$ cat src/rtl/padovan_system_if.sv
// Host-side bundle for the Padovan engine: start/index request, status, result and debug read.
// The host drives the master modport and the engine implements the slave modport.
interface padovan_system_if #(
  parameter int unsigned DATAWIDTH  = 8,
  parameter int unsigned INDEXWIDTH = 8
);
  logic                  iStart;
  logic [INDEXWIDTH-1:0] iIndex;
  logic                  oBusy;
  logic                  oDone;
  logic [DATAWIDTH-1:0]  oResult;
  logic                  oOverflow;
  logic [2:0]            iDbgSel;
  logic [DATAWIDTH-1:0]  oDbgData;

  modport master (
    output iStart, iIndex, iDbgSel,
    input  oBusy, oDone, oResult, oOverflow, oDbgData
  );

  modport slave (
    input  iStart, iIndex, iDbgSel,
    output oBusy, oDone, oResult, oOverflow, oDbgData
  );
endinterface

$ cat src/rtl/padovan_system.sv
// Padovan-series engine: 8-entry register file, two operand buses, adder and sequencer FSM.
// Define PADOVAN_SAT_EN to make the adder saturate (sticky for the run) instead of wrapping.
module padovan_system #(
  parameter int unsigned DATAWIDTH  = 8,
  parameter int unsigned INDEXWIDTH = 8
) (
  input logic              Clk_System,
  input logic              Rst_System,
  padovan_system_if.slave  bus
);

  typedef enum logic [2:0] {
    StIdle,
    StInit,
    StAdd,
    StMov0,
    StMov1,
    StMov2,
    StDone
  } stateT;

  stateT stateQ, stateD;

  // R0..R3 live in regQ; R4 (k) and R5 (n) are index-wide; R6/R7 are constants.
  logic [DATAWIDTH-1:0]  regQ [4];
  logic [DATAWIDTH-1:0]  regD [4];
  logic [INDEXWIDTH-1:0] idxQ, idxD;
  logic [INDEXWIDTH-1:0] nQ, nD;
  logic [INDEXWIDTH-1:0] idxInc;
  logic                  flagQ, flagD;

  logic                  busyQ, doneQ, ovfQ;
  logic [DATAWIDTH-1:0]  resultQ;

  // Control word decoded from the current state
  logic [2:0]            aSel;
  logic [2:0]            bSel;
  logic [1:0]            cDest;
  logic                  cWe;
  logic                  aluAdd;
  logic                  ldInit;
  logic                  ldIndex;
  logic                  incIdx;

  logic [DATAWIDTH-1:0]  rfView [8];
  logic [DATAWIDTH-1:0]  busA;
  logic [DATAWIDTH-1:0]  busB;
  logic [DATAWIDTH:0]    sum;
  logic                  carry;
  logic [DATAWIDTH-1:0]  busC;

  assign idxInc = idxQ + INDEXWIDTH'(1);

  // ---------------------------------------------------------------------------
  // FSM: state register
  // ---------------------------------------------------------------------------
  always_ff @(posedge Clk_System) begin
    if (Rst_System) begin
      stateQ <= StIdle;
    end else begin
      stateQ <= stateD;
    end
  end

  // ---------------------------------------------------------------------------
  // FSM: next-state logic
  // ---------------------------------------------------------------------------
  always_comb begin
    stateD = stateQ;
    unique case (stateQ)
      StIdle: if (bus.iStart) stateD = StInit;
      StInit: stateD = (nQ <= INDEXWIDTH'(2)) ? StDone : StAdd;
      StAdd:  stateD = StMov0;
      StMov0: stateD = StMov1;
      StMov1: stateD = StMov2;
      StMov2: stateD = (idxInc == nQ) ? StDone : StAdd;
      StDone: stateD = StIdle;
      default: stateD = StIdle;
    endcase
  end

  // ---------------------------------------------------------------------------
  // FSM: control outputs
  // ---------------------------------------------------------------------------
  always_comb begin
    aSel    = 3'd0;
    bSel    = 3'd1;
    cDest   = 2'd0;
    cWe     = 1'b0;
    aluAdd  = 1'b0;
    ldInit  = 1'b0;
    ldIndex = 1'b0;
    incIdx  = 1'b0;
    unique case (stateQ)
      StIdle: ldIndex = bus.iStart;
      StInit: ldInit  = 1'b1;
      StAdd: begin
        aSel   = 3'd0;
        bSel   = 3'd1;
        aluAdd = 1'b1;
        cDest  = 2'd3;
        cWe    = 1'b1;
      end
      StMov0: begin
        aSel  = 3'd1;
        cDest = 2'd0;
        cWe   = 1'b1;
      end
      StMov1: begin
        aSel  = 3'd2;
        cDest = 2'd1;
        cWe   = 1'b1;
      end
      StMov2: begin
        aSel   = 3'd3;
        cDest  = 2'd2;
        cWe    = 1'b1;
        incIdx = 1'b1;
      end
      StDone: ;
      default: ;
    endcase
  end

  // ---------------------------------------------------------------------------
  // Datapath: register-file read view, operand buses, adder, bus C
  // ---------------------------------------------------------------------------
  always_comb begin
    for (int i = 0; i < 4; i++) begin
      rfView[i] = regQ[i];
    end
    rfView[4] = DATAWIDTH'(idxQ);
    rfView[5] = DATAWIDTH'(nQ);
    rfView[6] = DATAWIDTH'(1);
    rfView[7] = DATAWIDTH'(37);
  end

  assign busA  = rfView[aSel];
  assign busB  = rfView[bSel];
  assign sum   = {1'b0, busA} + {1'b0, busB};
  assign carry = sum[DATAWIDTH];

  always_comb begin
    busC = busA;
    if (aluAdd) begin
`ifdef PADOVAN_SAT_EN
      // Once saturated, stay saturated so later wrapped sums cannot look valid.
      busC = (carry || flagQ) ? {DATAWIDTH{1'b1}} : sum[DATAWIDTH-1:0];
`else
      busC = sum[DATAWIDTH-1:0];
`endif
    end
  end

  always_comb begin
    regD = regQ;
    idxD = idxQ;
    nD   = nQ;
    flagD = flagQ;
    if (ldIndex) begin
      nD = bus.iIndex;
    end
    if (ldInit) begin
      regD[0] = DATAWIDTH'(1);
      regD[1] = DATAWIDTH'(1);
      regD[2] = DATAWIDTH'(1);
      idxD    = INDEXWIDTH'(2);
      flagD   = 1'b0;
    end
    if (cWe) begin
      regD[cDest] = busC;
    end
    if (aluAdd && carry) begin
      flagD = 1'b1;
    end
    if (incIdx) begin
      idxD = idxInc;
    end
  end

  // Outputs are loaded from next-state values so they are valid in the DONE cycle itself.
  always_ff @(posedge Clk_System) begin
    if (Rst_System) begin
      for (int i = 0; i < 4; i++) begin
        regQ[i] <= '0;
      end
      idxQ    <= '0;
      nQ      <= '0;
      flagQ   <= 1'b0;
      busyQ   <= 1'b0;
      doneQ   <= 1'b0;
      resultQ <= '0;
      ovfQ    <= 1'b0;
    end else begin
      regQ  <= regD;
      idxQ  <= idxD;
      nQ    <= nD;
      flagQ <= flagD;
      busyQ <= (stateD != StIdle);
      doneQ <= (stateD == StDone);
      if (stateD == StDone) begin
        resultQ <= regD[2];
        ovfQ    <= flagD;
      end
    end
  end

  assign bus.oBusy     = busyQ;
  assign bus.oDone     = doneQ;
  assign bus.oResult   = resultQ;
  assign bus.oOverflow = ovfQ;
  assign bus.oDbgData  = rfView[bus.iDbgSel];

endmodule

$ cat src/flat_wrapper.sv
// flat-port wrapper written by rule: the top's interface ports become plain ports
module padovan_system_flat 
#(
  parameter int unsigned DATAWIDTH  = 8,
  parameter int unsigned INDEXWIDTH = 8
)
  (Clk_System, Rst_System, bus_iStart, bus_iIndex, bus_iDbgSel, bus_oBusy, bus_oDone, bus_oResult, bus_oOverflow, bus_oDbgData);
  padovan_system_if #(.DATAWIDTH(DATAWIDTH), .INDEXWIDTH(INDEXWIDTH)) bus_i ();
  input logic Clk_System;
  input logic Rst_System;
  input wire logic [$bits(bus_i.iStart)-1:0] bus_iStart;
  input wire logic [$bits(bus_i.iIndex)-1:0] bus_iIndex;
  input wire logic [$bits(bus_i.iDbgSel)-1:0] bus_iDbgSel;
  output wire logic [$bits(bus_i.oBusy)-1:0] bus_oBusy;
  output wire logic [$bits(bus_i.oDone)-1:0] bus_oDone;
  output wire logic [$bits(bus_i.oResult)-1:0] bus_oResult;
  output wire logic [$bits(bus_i.oOverflow)-1:0] bus_oOverflow;
  output wire logic [$bits(bus_i.oDbgData)-1:0] bus_oDbgData;
  assign bus_i.iStart = bus_iStart;
  assign bus_i.iIndex = bus_iIndex;
  assign bus_i.iDbgSel = bus_iDbgSel;
  assign bus_oBusy = bus_i.oBusy;
  assign bus_oDone = bus_i.oDone;
  assign bus_oResult = bus_i.oResult;
  assign bus_oOverflow = bus_i.oOverflow;
  assign bus_oDbgData = bus_i.oDbgData;
  padovan_system #(.DATAWIDTH(DATAWIDTH), .INDEXWIDTH(INDEXWIDTH)) u_core (.Clk_System(Clk_System), .Rst_System(Rst_System), .bus(bus_i));
endmodule
$ cat config.mk
export PLATFORM = sky130hd
export DESIGN_NAME = padovan_system_flat
export DESIGN_NICKNAME = d
export VERILOG_FILES = /design/src/rtl/padovan_system_if.sv /design/src/rtl/padovan_system.sv /design/src/flat_wrapper.sv
export SDC_FILE = /design/constraint.sdc
export NUM_CORES = 1
export LEC_CHECK = 0
export ABC_AREA = 0
export CORE_MARGIN = 3
export CORE_UTILIZATION = 56
export DETAILED_ROUTE_END_ITERATION = 8
export PLACE_DENSITY = 0.78
export SYNTH_ARGS = -nofsm -noshare
export SYNTH_HDL_FRONTEND = slang
export SYNTH_SLANG_ARGS = --single-unit
export TNS_END_PERCENT = 1
$ cat constraint.sdc
create_clock -name Clk_System -period 7.5 [get_ports Clk_System]
set_input_delay 1.875 -clock Clk_System [delete_from_list [all_inputs] [get_ports Clk_System]]
set_output_delay 1.875 -clock Clk_System [all_outputs]
set_load 0.01 [all_outputs]
==> After elaboration in Yosys (flattened, before gate mapping) <==
Cells that the tools add are included.
{ "op_classes": {"add_sub_neg": 2, "magnitude_cmp": 5, "eq_ne": 7, "mux": 27, "n_bitwise": 3, "n_reduce_logical": 6} }
{ "op_table": {"columns": ["cell", "count"], "rows": [
  ["two-way mux 8 bit", 8],
  ["binary-select mux 8 bit (select 3 bit)", 2],
  ["bitwise mux 32 bit", 1],
  ["two-way mux 32 bit", 1],
  ["two-way mux 24 bit", 1],
  ["case mux 3 bit (6 select lines)", 1],
  ["demux 8 bit (select 2 bit)", 1],
  ["case mux 2 bit (3 select lines)", 2],
  ["adder 8 x 8 -> 9 bit", 1],
  ["== test 3 bit (second input constant)", 3],
  ["two-way mux 3 bit", 3],
  ["adder 8 x 1 -> 8 bit (second input constant)", 1],
  ["== test 8 bit", 1],
  [">= comparator 4 bit (second input constant)", 2],
  ["<= comparator 8 x 2 -> 1 bit (second input constant)", 1],
  ["two-way mux 1 bit", 7],
  ["== test 3 x 2 -> 1 bit (second input constant)", 2],
  ["inverter 2 -> 4 bit", 1],
  ["inverter 3 -> 4 bit", 1],
  ["OR reduction 4 bit", 1],
  ["== test 3 x 1 -> 1 bit (second input constant)", 1],
  [">= comparator 3 bit (second input constant)", 1],
  ["zero test 3 bit", 1],
  ["< comparator 3 x 1 -> 1 bit (second input constant)", 1],
  ["4 further kinds", 5]
]} }
{ "totals": {"register_bits": 63, "elab_cells": 62} }

==> Logic depth before layout (Yosys ltp) <==
{ "logic_depth": {"depth_word": 10, "depth_mapped": 15, "ltp_nobuf": 14} }

==> Worst setup path before layout <==
Ideal clock, no wire load.
{ "synth_path": {"path_kind": "input to output", "startpoint": "input bus_iDbgSel[0]", "endpoint": "output bus_oDbgData[3]", "t_arrival_ns": 3.062, "required_time_ns": 5.625, "slack_ns": 2.563, "stages": 5, "path_buffers": 2, "cell_sequence": "clkbuf_1 buf_1 mux4_2 inv_1 o22ai_1"} }
{ "synth_via": {"elab_chain_cells": 4} }
{ "synth_lines": {"columns": ["item", "line_no", "source"], "rows": [
  ["from (decl)", "flat_wrapper.sv:13", "input wire logic [$bits(bus_i.iDbgSel)-1:0] bus_iDbgSel;"],
  ["inverter 3 -> 4 bit (implied by the code)", "padovan_system.sv:212", "assign bus.oDbgData = rfView[bus.iDbgSel];"],
  ["binary-select mux 8 bit (select 3 bit)", "padovan_system.sv:212", null],
  ["two-way mux 8 bit (implied by the code) (2 in a row)", "padovan_system.sv:212", null],
  ["to (decl)", "flat_wrapper.sv:18", "output wire logic [$bits(bus_i.oDbgData)-1:0] bus_oDbgData;"]
]} }
No other way between the ends. The select of a mux whose other input is x is not followed.

==> Worst setup path after layout <==
{ "layout_path": {"startpoint": "input bus_iDbgSel[0]", "endpoint": "output bus_oDbgData[5]"} }
Same word-level chain as after synthesis.

==> results.json <==
{
  "status": "finished clean",
  "slowest_stage": "clkdlybuf4s50_1",
  "instances_no_fill": 583,
  "synthAdderAreaFrac_pct": 3.75,
  "ios": 33,
  "port_buffers": 32,
  "fp.dieW_um": 89.1,
  "p_leak_nw": 1.60,
  "vdd.ir_drop.worst_mv": 0.104,
  "cts_root_buf": "clkbuf_8",
  "synth_edf_count": 0,
  "timing.fmax_ghz": 0.169,
  "startpoint_type": "primary input",
  "cts_setup_buffers": 0,
  "synth_mux_area_share_pct": 8.96,
  "worstPathMaxFanout": 17,
  "diodes": 0,
  "num_rows": 29,
  "drtAntennaViolNets": 0,
  "vias_per_cell": 6.35,
  "start_util_pct": 59.2,
  "reg2reg_depth": 15,
  "postCtsHoldBufs": 0,
  "track_usage_pct": 28.4,
  "cts_tree": "built",
  "maxCapViolCount": 0,
  "synth.distinct_cells": 63,
  "startpoint": "bus_iDbgSel[0]",
  "ys_ff_latch": 63,
  "rsz0062_at_grt": "false",
  "slew_headroom_pct": 28.6,
  "fin_hold_ws_ps": 469,
  "syn_area_per_cell_um2": 7.93,
  "synth-compound-area-share_pct": 22.8,
  "core_mm2": 0.00653,
  "drive_gt1_share_pct": 7.51,
  "grt_pass1_wl_um": 17200,
  "cellPowerDensity_mw_per_mm2": 184,
  "critPathKind": "in2out",
  "grt_max_degree": 55,
  "fill_cells": 554,
  "fin_nets": 526,
  "wire_per_inst_um": 17.7,
  "vias": 3702,
  "ys_warn_count": 0,
  "rr_startpoint": "u_core.stateQ[0]",
  "synth_nets": 513,
  "fin_worst_skew_ps": 8.45,
  "fp.dieH_um": 89.1,
  "first_iter_violations": 336,
  "synth_top_family_by_area": "simple AND/OR/NAND/NOR gates",
  "r2r_end": "u_core.bus.oResult[6]",
  "crit_required_ps": 5620,
  "clk_pin_slew_ps": 70,
  "antenna_found_initial": 1,
  "dp.final_hpwl_um": 7200,
  "drc": 0,
  "timing_hold_violations_final": 0,
  "setup-tns-final_ps": 0,
  "die_area_mm2": 0.00794,
  "min_from": "u_core.bus.oResult[4]",
  "tightest_slew_ps": 1070,
  "async_reset_ff_share_pct": 0,
  "insertion_delay_ps": 350,
  "cp_cell_sequence": "clkdlybuf4s50_1 -> mux4_2 -> inv_1 -> o21ai_0 -> clkdlybuf4s50_1",
  "hold_path_class": "reg2reg",
  "final-max-slew-violation-count": 0,
  "htreeDepth": 3,
  "clkSinkCount": 63,
  "first_pass_iters": 5,
  "cpPeakStageDelay_ps": 980,
  "gp_congestion": 0.948,
  "ys.flop_type": "dfxtp_1",
  "period_needed_ps": 5900,
  "cpMostUsedCell": "clkdlybuf4s50_1",
  "grt_pass1_vias": 3435,
  "synth_cells": 488,
  "cts_inserted_buffers": 9,
  "reg2reg_slack_ps": 3750,
  "clock_path_buffers": 2,
  "place_inst": 567,
  "fin_crit_sh_pct": 78.7,
  "area_growth_pct": 11.8,
  "drt_wl_total_um": 10300,
  "crit_arrival_ps": 4030,
  "grt_overflow": 0,
  "synth-simple-area-share_pct": 23.6,
  "hold_end": "u_core.bus.oResult[4]",
  "ys_seq_area_share_pct": 32.6,
  "syn-cell-area_mm2": 0.00387,
  "post_cts_resize_count": 0,
  "final_core_util_pct": 66.2,
  "end_kind": "output port",
  "setup_violations": 0,
  "hold_depth": 1,
  "synth_xor_area_share_pct": 2.94
}
-- cell families (layout without fill, tap and decap cells) --
logic type,Yosys count,after routing
AND/OR/NAND/NOR,196,196
AO/OA/AOI/OAI,133,133
flip-flops,63,63
buffers and inverters,48,66
multiplexers,24,24
XOR/XNOR,13,13
adder cells (fa/ha/maj),11,11
-- layout by cell type, fill, tap and decap left out, types with 4 or more instances in the layout --
master	count
o2bb2ai_1	7
ha_1	10
a21o_1	7
mux2i_1	14
clkdlybuf4s50_1	31
clkbuf_8	9
o21ai_0	13
nor2b_1	14
and2_1	4
a31oi_1	6
nand2_1	76
a211oi_1	4
xor2_1	6
nor3_1	8
nand3_1	19
nand2b_1	11
buf_4	6
xnor2_1	7
nor2_1	45
dfxtp_1	63
inv_1	11
mux4_2	8
o21ai_1	4
a21oi_1	58
nand3b_1	5
o22ai_1	5
-- Yosys cell counts (all sizes together) (4+ instances only) --
cell type | n | area [um2]
buf | 13 | 71.3
mux2i | 14 | 140
a21oi | 59 | 299
o21ai | 18 | 101
nor2b | 14 | 87.6
nand3b | 5 | 37.5
ha | 10 | 125
a31oi | 7 | 58.8
mux4 | 8 | 180
nor3 | 8 | 40.0
nand3 | 19 | 95.1
nand2b | 11 | 68.8
xnor2 | 7 | 61.3
dfxtp | 63 | 1260
clkbuf | 23 | 87.6
nor2 | 46 | 175
o22ai | 5 | 31.3
and2 | 4 | 25.0
xor2 | 6 | 52.6
nand2 | 76 | 285
a21o | 7 | 52.6
o2bb2ai | 7 | 61.3
a211oi | 5 | 50.1
inv | 12 | 45.0
-- metal layers --
metal	GRT usage (%)	wire [um]	vias to the layer above
met1	37.0	4490	1750
met2	46.1	4780	169
met3	6.73	774	35
li1	-	-	1746
met4	9.74	238	2
met5	0	13	-
-- power breakdown --
| group | internal (mW) | total (mW) | switching, mW | leakage [nW] |
|---|---|---|---|---|
| Sequential | 0.347 | 0.363 | 0.0159 | 0.510 |
| Combinational | 0.0672 | 0.179 | 0.112 | 1.01 |
| Clock | 0.118 | 0.253 | 0.134 | 0.0801 |
-- metrics by stage --
stage	cell area, um2	power, mW	worst slack [ps]
3_3_place_gp	4170	0.542	1620
5_1_grt	4320	0.833	1490
3_5_place_dp	4170	0.546	1580
2_1_floorplan	3870	0.495	2560
4_1_cts	4320	0.793	1570
6_report	4320	0.794	1600
-- worst max-delay path by stage --
stage | to | slack, ps | cells after the start
2_1_floorplan | bus_oDbgData[3] | 2560 | 5
4_1_cts | bus_oDbgData[0] | 1570 | 4
5_1_grt | bus_oDbgData[0] | 1490 | 4
3_5_place_dp | bus_oDbgData[0] | 1580 | 4
3_3_place_gp | bus_oDbgData[0] | 1620 | 4
6_report | bus_oDbgData[5] | 1600 | 5
-- final cells by class --
type / count / area (um2) / area share, %
clock buffer: 12 / 135 / 3.13
clock inverter: 4 / 22.5 / 0.521
inverter: 12 / 45.0 / 1.04
multi-input combinational: 377 / 2400 / 55.6
sequential: 63 / 1260 / 29.2
tap: 77 / 96.3 / 2.23
timing repair buffer: 38 / 360 / 8.33
-- critical path: cells and delay by family --
kind	cells	cell delay, ps
buffers and inverters	3	1600
AO/OA/AOI/OAI	1	200
multiplexers	1	340
Power figures use the tool's default switching activity.
